$ cat config.mk
export PLATFORM = sky130hd
export DESIGN_NAME = imem_loader
export DESIGN_NICKNAME = d
export VERILOG_FILES = /design/src/rtl/imem_loader.sv
export SDC_FILE = /design/constraint.sdc
export NUM_CORES = 1
export LEC_CHECK = 0
export ABC_AREA = 1
export CORE_ASPECT_RATIO = 0.7
export CORE_UTILIZATION = 55
export CTS_BUF_LIST = sky130_fd_sc_hd__clkbuf_8
export DETAILED_ROUTE_END_ITERATION = 8
export PLACE_DENSITY = 0.84
export SLEW_MARGIN = 20
export SYNTH_ARGS = -nofsm -noshare
export SYNTH_HDL_FRONTEND = slang
export SYNTH_SLANG_ARGS = --single-unit
$ cat constraint.sdc
create_clock -name clk -period 6.51 [get_ports clk]
set_input_delay 1.302 -clock clk [delete_from_list [all_inputs] [get_ports clk]]
set_output_delay 1.302 -clock clk [all_outputs]
set_load 0.02 [all_outputs]
$ cat src/rtl/imem_loader.sv
// imem_loader: little-endian byte stream to 32-bit instruction memory word writes (IMEM_LOADER_CHECKSUM_EN adds a trailing XOR checksum word)
module imem_loader #(
   parameter int DEPTH = 1024,
   parameter int LEN_W = 11
) (
   input  logic             clk,
   input  logic             rst,
   input  logic             start,
   input  logic [31:0]      base_addr,
   input  logic [LEN_W-1:0] load_len,
   input  logic             in_valid,
   input  logic [7:0]       in_data,
   output logic             in_ready,
   output logic             wen,
   output logic [31:0]      waddr,
   output logic [31:0]      wdata,
   output logic             busy,
   output logic             done,
   output logic             err
);
`ifdef IMEM_LOADER_CHECKSUM_EN
   localparam logic CK_EN = 1'b1;
`else
   localparam logic CK_EN = 1'b0;
`endif
   typedef enum logic [1:0] {IDLE, COLLECT, WRITE, FINISH} state_t;
   state_t r_state, w_next;
   logic [31:0] r_addr, r_xor, r_waddr, r_wdata, w_word;
   logic [23:0] r_asm;
   logic [LEN_W-1:0] r_len, r_word_idx;
   logic [1:0] r_byte_idx;
   logic r_ck, r_wen, r_err, w_accept, w_len_bad, w_last_word;
   assign w_accept = in_valid && r_state == COLLECT;
   assign w_len_bad = load_len > LEN_W'(DEPTH);
   assign w_last_word = r_word_idx + LEN_W'(1) == r_len;
   // bytes 0..2 shift in from the top so the 4th byte completes the word directly
   assign w_word = {in_data, r_asm};
   assign wen = r_wen;
   assign waddr = r_waddr;
   assign wdata = r_wdata;
   assign err = r_err;
   always_ff @(posedge clk or posedge rst)
      if (rst) r_state <= IDLE;
      else r_state <= w_next;
   always_comb begin
      w_next = r_state;
      in_ready = r_state == COLLECT;
      busy = r_state == COLLECT || r_state == WRITE;
      done = r_state == FINISH;
      case (r_state)
         IDLE:    if (start) w_next = (load_len == '0 || w_len_bad) ? FINISH : COLLECT;
         COLLECT: if (w_accept && r_byte_idx == 2'd3) w_next = r_ck ? FINISH : WRITE;
         WRITE:   w_next = (w_last_word && !CK_EN) ? FINISH : COLLECT;
         default: w_next = IDLE;
      endcase
   end
   always_ff @(posedge clk or posedge rst)
      if (rst) begin
         r_addr <= '0;
         r_xor <= '0;
         r_asm <= '0;
         r_len <= '0;
         r_word_idx <= '0;
         r_byte_idx <= '0;
         r_ck <= 1'b0;
         r_wen <= 1'b0;
         r_waddr <= '0;
         r_wdata <= '0;
         r_err <= 1'b0;
      end else begin
         r_wen <= 1'b0;
         if (r_state == IDLE && start) begin
            r_addr <= base_addr & ~32'd3;
            r_len <= load_len;
            r_err <= w_len_bad;
            r_word_idx <= '0;
            r_byte_idx <= '0;
            r_ck <= 1'b0;
            r_xor <= '0;
         end
         if (w_accept) begin
            r_asm <= {in_data, r_asm[23:8]};
            r_byte_idx <= r_byte_idx + 2'd1;
            if (r_byte_idx == 2'd3 && r_ck) r_err <= w_word != r_xor;
            if (r_byte_idx == 2'd3 && !r_ck) begin
               r_wen <= 1'b1;
               r_waddr <= r_addr;
               r_wdata <= w_word;
               r_xor <= r_xor ^ w_word;
            end
         end
         if (r_state == WRITE) begin
            r_word_idx <= r_word_idx + LEN_W'(1);
            r_byte_idx <= '0;
            r_addr <= r_addr + 32'd4;
            r_ck <= CK_EN && w_last_word;
         end
      end
endmodule

==> results of run 1 <==
==> cells by family after synthesis <==
kind of cell | after synthesis
other | 1
AND/OR/NAND/NOR | 430
flip-flops | 144
AO/OA/AOI/OAI | 159
buffers and inverters | 141
XOR/XNOR | 8
adder cells (fa/ha/maj) | 7
==> power by group through the flow <==
stage / clock network, mW / logic (mW) / registers, mW
floorplan: 0 / 0.857 / 1.65
global placement: 0 / 1.54 / 1.52
detailed placement: 0 / 1.59 / 1.53
CTS: 0.715 / 1.60 / 1.52
global route: 0.753 / 1.80 / 1.57
finish: 0.705 / 1.60 / 1.53
==> path summary, 6_finish.rpt <==
path                            slack (ps)         end        from  cells after the start
worst min-delay path                   490    wdata[2]    r_asm[2]                      2
worst min register to register         490    wdata[2]    r_asm[2]                      2
max in group asynchronous             3990  r_state[0]         rst                      3
min in group asynchronous             1430         wen         rst                      2
worst max-delay path                  3050  r_addr[13]       start                      7
worst max register to register        3630  r_addr[13]  r_state[1]                      8
==> area by class of cell <==
cell class	count	area (sq um)
Tap cell	162	203
Multi-Input combinational cell	606	2920
Clock buffer	17	234
Inverter	103	392
Clock inverter	15	166
Fill cell	1004	3720
Timing Repair Buffer	123	1220
Sequential cell	144	3600
==> registers in the layout, indices dropped and copies added, names as in the netlist <==
register	flops
r_asm	24
r_word_idx	11
wdata	32
r_byte_idx	2
r_len	11
r_addr	30
waddr	30
wen	1
r_state	2
err	1
==> per-layer routing <==
| metal | up-vias | part of all wire, % | routed length [microns] |
|---|---|---|---|
| met1 | 2960 | 49 | 8180 |
| met2 | 208 | 44 | 7390 |
| met5 | - | 0 | 0 |
| li1 | 3083 | - | - |
| met4 | 0 | 1.1 | 180 |
| met3 | 18 | 6.4 | 1070 |
==> cells in the final DEF, fill, tap and decap left out, types with 10 or more instances in the layout <==
master / netlist / routed
inv_2: 11 / 11
o21ai_1: 18 / 18
clkbuf_8: 0 / 17
nor2_1: 42 / 42
inv_1: 92 / 91
o21ai_0: 111 / 111
nand3_1: 53 / 53
dfrtp_1: 144 / 144
nand4_1: 10 / 10
clkdlybuf4s50_1: 0 / 119
nand2_1: 282 / 281
==> worst max-delay path, delay by kind of cell <==
family          cells  cell delay, ps
buf+inv             3            1710
compound gates      2             320
simple gates        2             490
==> out/metrics.yaml, run 1 <==
outcome:
  status: "complete, no violations"
clock_tree:
  cts-htree-levels: 4
  numCtsBuffers: 17
  clockBufferDepth: 2
  cts_tree: "done"
  cts_setup_buffers: 0
  cts.sinks: 144
  clk_pin_slew_worst_paths_ps: 100
  root_buffer: "clkbuf_8"
  insertion_delay_ps: 460
  ctsResizeCount: 0
  hold_buffers: 0
timing:
  whs_ps: 487
  max_freq_mhz: 289
  hold_viol_final: 0
  setup_ws_ps: 3050
  slew_headroom_pct: 32.2
  grt_setup_unrepaired: "no"
  fin_worst_skew_ps: 18.1
  worst_pin_slew_ps: 1020
  fin_crit_ps: 3460
  setup_violations: 0
  slew_viol_final: 0
  tns_ps: 0
  period_share_pct: 53.2
detailed_routing:
  vias: 6269
  wirelength_microns: 16800
  dr.first_iter.drc_count: 513
  wire_per_inst_microns: 14.4
  drc: 0
  first_pass_iters: 5
  postRouteAntennaNets: 0
  routed_via_density: 5.36
global_routing:
  grt_use_met2_pct: 39.5
  busiest_layer: "met1"
  grt_pass1_vias: 5785
  grt.met3_usage_pct: 6.13
  gr-usage-all-layers_pct: 27.7
  grt_antenna_before_repair: 0
  overflow: 0
  grt.met1_usage_pct: 42.7
  grt_max_degree: 117
  grt_pass1_wl_microns: 28500
power:
  ir_worst_vdd_mv: 0.299
  sequentialPowerShare_pct: 39.9
  fin_total_pwr_mw: 3.84
  clkPwrFrac_pct: 18.4
  p_int_mw: 2.16
  switching_share_pct: 43.7
  leakage_nw: 4.18
  p_per_area_nw_per_um2: 439
  combPwrFrac_pct: 41.8
  p_sw_mw: 1.68
yosys:
  ys_seq_area_share_pct: 51.0
  synth_ff_type: "dfrtp_1"
  synth_area_leaders: "dfrtp_1 (51%), nand2_1 (15%), o21ai_0 (7.9%)"
  syn_avg_cell_area_sq_um: 7.94
  yosysUniqueCellTypes: 41
  synth_compound_area_share_pct: 12.1
  synth_warnings: 0
  synthSimpleGateAreaFrac_pct: 26.8
  synth_mux_area_share_pct: 0
  yosysMostFrequentCell: "nand2_1"
  async_reset_ff_share_pct: 100
  synth.top_cell.area_share_pct: 51.0
  synth_cells: 890
  netlist_area_sq_um: 7070
  synth_top_family_by_area: "simple AND/OR/NAND/NOR gates"
  synth_common_cells: "nand2_1 (282), dfrtp_1 (144), o21ai_0 (111)"
  synth_edf_count: 0
  synth_largest_area_cell: "dfrtp_1"
  synth_xor_area_share_pct: 0.992
  synthAdderAreaFrac_pct: 1.24
  synth.ff_latch_count: 144
floorplan:
  dieHeight_microns: 96.8
  die-area_sq_um: 13300
  io_pins: 124
  rows: 34
  initial_core_util_pct: 56.7
  die_w_microns: 137
  core_area_sq_um: 12500
critical_path:
  cp.arrival_ps: 3850
  cp.required_ps: 6900
  slowest_delay_ps: 620
  path_class: "in2reg"
  cp_cell_sequence: "clkdlybuf4s50_1 -> nand2_1 -> inv_2 -> nor2_2 -> inv_2 -> a21oi_1 -> a31oi_1"
  cp-start-kind: "primary input"
  crit_fanout: 41
  crit_path_frequent_cell: "inv_2"
  critPathSlowestCell: "inv_2"
  critPathCaptureType: "flip-flop"
placed_design:
  place_congestion: 0.924
  place_area_sq_um: 8340
  numPortBuffers: 119
  dpl.cell_count: 1138
  pre_cts_slack_ps: 2580
  hpwl_microns: 11600
final_layout:
  final_util_pct: 70.1
  final_cell_area_sq_um: 8740
  layout.nets: 1057
  fin_cells: 1170
  drive_above_1_share_pct: 7.44
  antenna_cells: 0
  area_delta_synth_final_pct: 23.7
worst_hold_path:
  hold_class: "reg2reg"
job:
  drv_cap: 0
No activity file was read; power rests on OpenSTA's default activity.
==> run 2: changes to the inputs <==
- CORE_UTILIZATION: 55 -> 50
- PLACE_DENSITY: 0.84 -> 0.8
- clock period: 6.51 -> 2.85 ns (I/O delays scaled with it)
==> out/metrics.yaml, run 2 (synthesis results as in run 1) <==
critical_path:
  path_buf_inv: 2
  cp.required_ps: 2280
  crit_fanout: 4
  cp_cell_sequence: "inv_1 -> ha_1 -> clkdlybuf4s50_1"
  critical_path.startpoint: "r_state[1]"
  cp.arrival_ps: 1860
  slowest_delay_ps: 640
  cp-start-kind: "flip-flop"
  crit_family: "buffers and inverters"
  critPathCaptureType: "output pin"
  critPathSlowestCell: "clkdlybuf4s50_1"
  rr_startpoint: "r_state[0]"
  path_class: "reg2out"
timing:
  fin_worst_skew_ps: 20.6
  grt_setup_unrepaired: "no"
  tns_ps: 0
  setup_violations: 0
  period_share_pct: 85.2
  max_freq_mhz: 412
  fin_crit_ps: 2430
  hold_viol_final: 0
  setup_ws_ps: 423
  slew_viol_final: 0
  whs_ps: 472
floorplan:
  rows: 35
  dieHeight_microns: 101
  io_pins: 124
  die-area_sq_um: 14600
  core_area_sq_um: 13500
  die_w_microns: 144
  initial_core_util_pct: 52.4
final_layout:
  layout_common_cells: "nand2_1 (281), dfrtp_1 (144), clkdlybuf4s50_1 (119)"
  seqCellArea_sq_um: 3600
  final_cell_area_sq_um: 8860
  area_delta_synth_final_pct: 25.4
  fin_cells: 1204
  layout.nets: 1068
  antenna_cells: 0
  largest_reg_flops: 32
  n_fill_cell: 1184
  layout_commonest_cell: "nand2_1"
  drive_above_1_share_pct: 8.44
  multi_input_area_sq_um: 2920
  final_util_pct: 65.7
global_routing:
  grt_antenna_before_repair: 0
  grt_pass1_vias: 5864
  grt_pass1_wl_microns: 28700
  grt.met1_usage_pct: 37.6
  busiest_layer: "met2"
  gr-usage-all-layers_pct: 25.5
  overflow: 0
  grt_max_degree: 52
  grt_use_met2_pct: 38.1
  grt.met3_usage_pct: 5.34
detailed_routing:
  dr.first_iter.drc_count: 466
  wirelength_microns: 17300
  postRouteAntennaNets: 0
  routed_via_density: 5.25
  first_pass_iters: 5
  wire_per_inst_microns: 14.4
  vias: 6324
  drc: 0
worst_hold_path:
  hold_start: "r_asm[2]"
  hold_class: "reg2reg"
power:
  combPwrFrac_pct: 42.1
  p_int_mw: 5.05
  clkPwrFrac_pct: 18.5
  switching_share_pct: 42.9
  fin_total_pwr_mw: 8.83
  sequentialPowerShare_pct: 39.4
  p_per_area_nw_per_um2: 997
  leakage_nw: 4.24
  ir_worst_vdd_mv: 0.566
  p_sw_mw: 3.79
clock_tree:
  cts_tree: "done"
  hold_buffers: 0
  cts_setup_buffers: 0
  clk_pin_slew_worst_paths_ps: 100
  insertion_delay_ps: 460
  root_buffer: "clkbuf_8"
  cts.sinks: 144
  numCtsBuffers: 17
  ctsResizeCount: 0
  clockBufferDepth: 2
  cts-htree-levels: 4
placed_design:
  numPortBuffers: 119
  pre_cts_slack_ps: 387
  place_congestion: 0.954
  dpl.cell_count: 1172
  place_area_sq_um: 8460
  hpwl_microns: 12600
job:
  drv_cap: 0
outcome:
  status: "complete, no violations"
-- run 2: changes by cell type in the layout (fill, tap and decap cells not counted), moves of 2 or more --
cell / previous run / this run
buf_4: 4 / 14
clkinv_8: 3 / 0
clkinv_2: 0 / 2
inv_6: 4 / 6
-- run 2: worst paths after layout --
kind | endpoint | cells after the start | slack, ps
setup / recovery | in_ready | 3 | 420
min in group asynchronous | r_state[0] | 2 | 480
hold reg to reg | wdata[2] | 2 | 470
setup reg to reg | r_addr[7] | 6 | 690
max in group asynchronous | r_asm[12] | 3 | 1660
hold / removal | wdata[2] | 2 | 470
-- run 2: metal layers --
| metal | up-vias | routed length (microns) | part of all wire (%) |
|---|---|---|---|
| li1 | 3106 | - | - |
| met1 | 2948 | 8330 | 48 |
| met2 | 248 | 7430 | 43 |
| met3 | 22 | 1280 | 7.4 |
| met4 | 0 | 252 | 1.5 |
| met5 | - | 0 | 0 |
-- run 2: worst reg2reg max path, stage by stage, from the launching register on --
cell and delay [ps]:
dfrtp_1 390, inv_1 90, ha_1 340, nor2_2 460
inv_2 330, buf_4 290, a32oi_1 180
-- run 2: power by group through the flow --
stage,logic [mW],clock network (mW),registers [mW]
finish,3.72,1.64,3.48
global route,4.16,1.74,3.59
CTS,3.72,1.67,3.46
detailed placement,3.70,0,3.50
global placement,3.59,0,3.47
floorplan,1.96,0,3.76
-- run 2: final cells by class --
type	count	area share (%)
flip-flops and latches	144	40.7
clock inverters	15	1.81
well taps	185	2.61
clock buffers	17	2.64
multi-input cells	606	33.0
repair buffers	134	14.9
inverters	103	4.41
